File: src/rtl/hilo_div.sv
// Iterative restoring DIV/DIVU unit that drives the HI/LO write port (remainder on HI, quotient on LO).
// Optional macro HILO_DIV_SKIP_EN: when |dividend| < |divisor|, go straight to the write cycle.
module hilo_div #(
    parameter int WIDTH = 32
) (
    input  logic             clk,
    input  logic             rst,
    input  logic             start,
    input  logic             signed_div,
    input  logic [WIDTH-1:0] opdata1,
    input  logic [WIDTH-1:0] opdata2,
    input  logic             annul,
    output logic             stall_req,
    output logic             hi_we,
    output logic             lo_we,
    output logic [WIDTH-1:0] hi_o,
    output logic [WIDTH-1:0] lo_o
);
    localparam int CW = (WIDTH > 1) ? $clog2(WIDTH) : 1;
    localparam logic [CW-1:0] LAST = CW'(WIDTH - 1);

    typedef enum logic [1:0] {IDLE, BUSY, DIVZERO, DONE} state_t;

    state_t           state, state_nxt;
    logic [WIDTH-1:0] quo, rem, dvsr, dvnd_orig;
    logic [CW-1:0]    cnt;
    logic             neg_q, neg_r;

    logic [WIDTH-1:0] a_abs, b_abs;
    logic [WIDTH:0]   trial;
    logic [WIDTH-1:0] rem_nxt, quo_nxt;
    logic             skip;

    always_comb begin
        a_abs = (signed_div && opdata1[WIDTH-1]) ? -opdata1 : opdata1;
        b_abs = (signed_div && opdata2[WIDTH-1]) ? -opdata2 : opdata2;
    end

`ifdef HILO_DIV_SKIP_EN
    assign skip = (a_abs < b_abs);
`else
    assign skip = 1'b0;
`endif

    // One restoring step: the bit shifted out of quo enters rem; the trial
    // needs one extra bit because rem can be as large as dvsr-1.
    always_comb begin
        trial = {rem, quo[WIDTH-1]};
        if (trial >= {1'b0, dvsr}) begin
            rem_nxt = WIDTH'(trial - {1'b0, dvsr});
            quo_nxt = {quo[WIDTH-2:0], 1'b1};
        end else begin
            rem_nxt = trial[WIDTH-1:0];
            quo_nxt = {quo[WIDTH-2:0], 1'b0};
        end
    end

    always_ff @(posedge clk) begin
        if (rst) state <= IDLE;
        else     state <= state_nxt;
    end

    always_comb begin
        state_nxt = state;
        stall_req = 1'b0;
        hi_we     = 1'b0;
        lo_we     = 1'b0;
        if (annul) begin
            state_nxt = IDLE;
        end else begin
            case (state)
                IDLE: if (start) begin
                    stall_req = 1'b1;
                    if (opdata2 == '0) state_nxt = DIVZERO;
                    else if (skip)     state_nxt = DONE;
                    else               state_nxt = BUSY;
                end
                BUSY: begin
                    stall_req = 1'b1;
                    if (cnt == LAST) state_nxt = DONE;
                end
                DIVZERO: begin
                    stall_req = 1'b1;
                    state_nxt = DONE;
                end
                DONE: begin
                    hi_we     = 1'b1;
                    lo_we     = 1'b1;
                    state_nxt = IDLE;
                end
                default: state_nxt = IDLE;
            endcase
        end
    end

    // Results are loaded into hi_o/lo_o on the transition into DONE and held afterwards.
    always_ff @(posedge clk) begin
        if (rst) begin
            quo       <= '0;
            rem       <= '0;
            dvsr      <= '0;
            dvnd_orig <= '0;
            cnt       <= '0;
            neg_q     <= 1'b0;
            neg_r     <= 1'b0;
            hi_o      <= '0;
            lo_o      <= '0;
        end else if (!annul) begin
            case (state)
                IDLE: if (start) begin
                    quo       <= a_abs;
                    rem       <= '0;
                    dvsr      <= b_abs;
                    dvnd_orig <= opdata1;
                    cnt       <= '0;
                    neg_q     <= signed_div & (opdata1[WIDTH-1] ^ opdata2[WIDTH-1]);
                    neg_r     <= signed_div & opdata1[WIDTH-1];
                    if (opdata2 != '0 && skip) begin
                        lo_o <= '0;
                        hi_o <= opdata1;
                    end
                end
                BUSY: begin
                    quo <= quo_nxt;
                    rem <= rem_nxt;
                    cnt <= cnt + 1'b1;
                    if (cnt == LAST) begin
                        lo_o <= neg_q ? -quo_nxt : quo_nxt;
                        hi_o <= neg_r ? -rem_nxt : rem_nxt;
                    end
                end
                DIVZERO: begin
                    lo_o <= '1;
                    hi_o <= dvnd_orig;
                end
                default: ;
            endcase
        end
    end
endmodule
File: config.mk
export PLATFORM = sky130hd
export DESIGN_NAME = hilo_div
export DESIGN_NICKNAME = d
export VERILOG_FILES = /design/src/rtl/hilo_div.sv
export SDC_FILE = /design/constraint.sdc
export NUM_CORES = 1
export LEC_CHECK = 0
export CELL_PAD_IN_SITES_DETAIL_PLACEMENT = 2
export CELL_PAD_IN_SITES_GLOBAL_PLACEMENT = 2
export CORE_MARGIN = 10
export CORE_UTILIZATION = 33
export DETAILED_ROUTE_END_ITERATION = 7
export PLACE_DENSITY = 0.82
export RECOVER_POWER = 25
export SYNTH_ARGS = -nofsm -noshare
export SYNTH_HDL_FRONTEND = slang
export SYNTH_SLANG_ARGS = --single-unit
export TNS_END_PERCENT = 1
File: constraint.sdc
create_clock -name clk -period 7.3 [get_ports clk]
set_clock_uncertainty 0.2 [all_clocks]
set_input_delay 1.46 -clock clk [delete_from_list [all_inputs] [get_ports clk]]
set_output_delay 1.46 -clock clk [all_outputs]
set_load 0.01 [all_outputs]
==> results.py <==
metrics = {
    "power_and_ir_drop": {
        "p_int_mw": 2.207,
        "power_density_nw_per_um2": 209.2,
        "pwr-share-seq": 0.364,
        "p_leak_nw": 6.013,
        "p_sw_frac": 0.3330,
        "netSwitchingPower_mw": 1.102,
        "ir_worst_vdd_v": 0.0001732,
        "clkPwrFrac": 0.388,
        "power_frac_comb": 0.248,
    },
    "global_routing": {
        "grt_max_degree": 83,
        "grt_pass1_vias": 14940,
        "grt_pass1_wl_mm": 91.82,
        "antenna_found_initial": 1,
        "grt_overflow": 0,
        "track_usage": 0.2325,
    },
    "floorplan": {
        "die-area_sq_um": 48790,
        "start_util": 0.3344,
        "die_x_microns": 220.9,
        "ios": 136,
        "rows": 73,
        "die_h_microns": 220.9,
        "core-area_sq_um": 39820,
    },
    "clocking": {
        "cts_htree_levels": 1,
        "clkLatencyLatePin_ps": 560,
        "cts-root-buf": "clkbuf_16",
        "ctsResizeCount": 0,
        "cts_num_sinks": 201,
        "ctsHoldBuffers": 0,
        "post_cts_buffers": 0,
        "clock_path_buffers": 3,
        "cts_buffers": 25,
        "clkTransAtPathRegs_ps": 60,
        "cts_tree": "yes",
    },
    "worst_hold_path": {
        "worstHoldPathCells": 2,
        "min_to": "dvnd_orig[11]",
        "hp-class": "flip-flop to flip-flop",
        "hp-start": "dvnd_orig[11]",
    },
    "timing": {
        "layout_min_cycle_time_ps": 6395,
        "final.setup.tns_ps": 0,
        "fmax_ghz": 0.1564,
        "tightest_slew_ps": 2465,
        "finalCritPeriodShare": 0.8760,
        "setup_viol": 0,
        "rsz0062_at_grt": "false",
        "hold_violations": 0,
        "hold_ws_ps": 258.3,
        "slew_violations": 60,
        "slew_headroom": -0.6430,
    },
    "final_layout": {
        "nets": 2009,
        "layout_commonest_cell": "nand2_1",
        "layout_common_cells": "292 x nand2_1, 209 x a21oi_1, 201 x dfxtp_1, 184 x nor2_1, 133 x o21ai_0",
        "syn2layout_area_growth_pct": 18.81,
        "drive_gt1_frac": 0.04134,
    },
    "setup_path": {
        "worst-path-max-fanout": 40,
        "crit_chain": "dlygate4sd3_1 -> nand2_1 -> or2_0 -> a21oi_1 -> clkdlybuf4s50_1",
        "rrSetupSlack_ps": 1310,
        "slowest_delay_ps": 1780,
        "r2r_start": "dvsr[26]",
        "crit_required_ps": 5640,
        "crit_path_end_kind": "output port",
        "cp_slowest_cell": "or2_0",
        "reg2reg_depth": 18,
        "crit_arrival_ps": 4740,
        "crit_type": "input pin to output port",
        "start_kind": "input pin",
        "r2r_end": "hi_o[26]",
    },
    "status": {
        "run_status": "finished, violations left",
        "violations": "capacitance limit, slew limit",
    },
    "synthesis": {
        "synthFlopType": "dfxtp_1",
        "synth.avg_cell_area_sq_um": 7.258,
        "netlist_area_sq_um": 13320,
        "yosys.cell_types.count": 79,
        "synth_edf_count": 0,
        "syn_nets": 1948,
        "ys_ff_latch": 201,
        "yosysWarnings": 0,
        "async_flop_share": 0,
        "syn_inst": 1835,
        "yosysSeqAreaShare": 0.3021,
    },
    "route": {
        "drt-wirelength-per-cell_microns": 24.45,
        "vias": 14130,
        "drt-total-wl_mm": 59.58,
        "dr_wl_met2_mm": 28.72,
        "drc_errors": 0,
        "drt-initial-drc-count": 821,
        "wl_met1_mm": 25.78,
        "dr_wl_met3_mm": 2.975,
        "firstDrtPassIters": 4,
        "via_per_inst": 5.797,
        "maxUsedRoutingLayer": "met4",
        "ant_nets": 0,
    },
    "run": {
        "max_cap_violations": 2,
    },
    "placed_design": {
        "gp_congestion": 0.9686,
        "io_buffers": 135,
        "dp_hpwl_mm": 45.90,
    },
}
[layer usage]
metal	global-route usage	vias to the layer above
met1	0.2887	7062
li1	-	6651
met5	0	-
met4	0.07904	0
met2	0.3977	319
met3	0.03902	96
[worst max-delay path: cells and delay by family]
family          cells  cell delay (ps)
compound gates      1              150
simple gates        2             1950
buf+inv             2             1160
[sequential cells by signal (all words and copies together), names as in the netlist, 2 cells and up]
signal,count
cnt,5
dvnd_orig,32
dvsr,32
hi_o,32
lo_o,32
quo,32
rem,32
state,2
[Yosys cell counts, types with 8 or more instances]
library cell / n / area [sq um]
nand3_1: 21 / 105.1
inv_1: 60 / 225.2
o211a_1: 8 / 80.08
dfxtp_1: 201 / 4024
mux2i_1: 23 / 230.2
a21oi_1: 209 / 1046
xor2_1: 59 / 516.8
o21ai_0: 133 / 665.6
xnor2_1: 72 / 630.6
and3_1: 11 / 68.82
a21o_1: 14 / 105.1
and2_1: 11 / 68.82
a211oi_1: 36 / 270.3
o211ai_1: 16 / 120.1
o41ai_1: 14 / 122.6
nand2b_1: 10 / 62.56
nor4_1: 22 / 137.6
o31ai_1: 21 / 157.7
a311oi_1: 11 / 96.34
ha_1: 43 / 538.0
nand4_1: 16 / 100.1
nor2_1: 187 / 701.9
a31oi_1: 28 / 175.2
or4_1: 13 / 97.59
nor2b_1: 8 / 50.05
a22oi_1: 15 / 112.6
buf_1: 10 / 37.54
or3_1: 10 / 62.56
a2111oi_0: 8 / 70.07
nand2_1: 292 / 1096
nor3_1: 46 / 230.2
buf_2: 12 / 60.06
clkbuf_1: 94 / 352.8
[through the flow]
stage	std cells	util	instance area [sq um]	power (mW)	setup WS [ps]
after detailed placement	2394	0.3770	15010	2.047	1569
final	2437	0.3973	15820	3.309	905.0
after floorplan	1835	-	13320	1.709	2055
after CTS	2436	0.3975	15830	3.335	1406
after global routing	2436	0.3973	15820	3.464	546.1
after global placement	2394	0.3770	15010	2.020	1764
[kinds of logic after synthesis]
group	after synthesis	synth area share
buf+inv	181	0.05355
xor+xnor	131	0.08615
fa+ha+maj	44	0.04190
mux	26	0.01982
simple gates	683	0.2324
compound gates	569	0.2640
flops	201	0.3021
[worst max path at each step]
stage,startpoint,to,slack (ps),depth (start not counted)
finish,start,stall_req,900,5
global route,start,stall_req,550,5
CTS,dvsr[26],hi_o[26],1410,18
detailed placement,dvsr[26],hi_o[26],1570,18
global placement,dvsr[26],hi_o[26],1760,18
floorplan,dvsr[28],hi_o[26],2050,22
[power groups by stage]
stage / Combinational [mW] / Sequential (mW) / Clock [mW]
detailed placement: 0.818 / 1.23 / 0
floorplan: 0.489 / 1.22 / 0
global placement: 0.795 / 1.22 / 0
finish: 0.821 / 1.20 / 1.28
global route: 0.894 / 1.21 / 1.36
CTS: 0.826 / 1.21 / 1.30
[final cells by class]
cell class	count	area, sq um
Fill cell	4644	24000
Clock buffer	36	696.9
Timing Repair Buffer	154	1488
Tap cell	525	656.9
Clock inverter	6	120.1
Multi-Input combinational cell	1453	8606
Antenna cell	1	2.502
Sequential cell	201	4024
Inverter	61	229.0
Note: power is estimated with default switching activity, not from simulation.
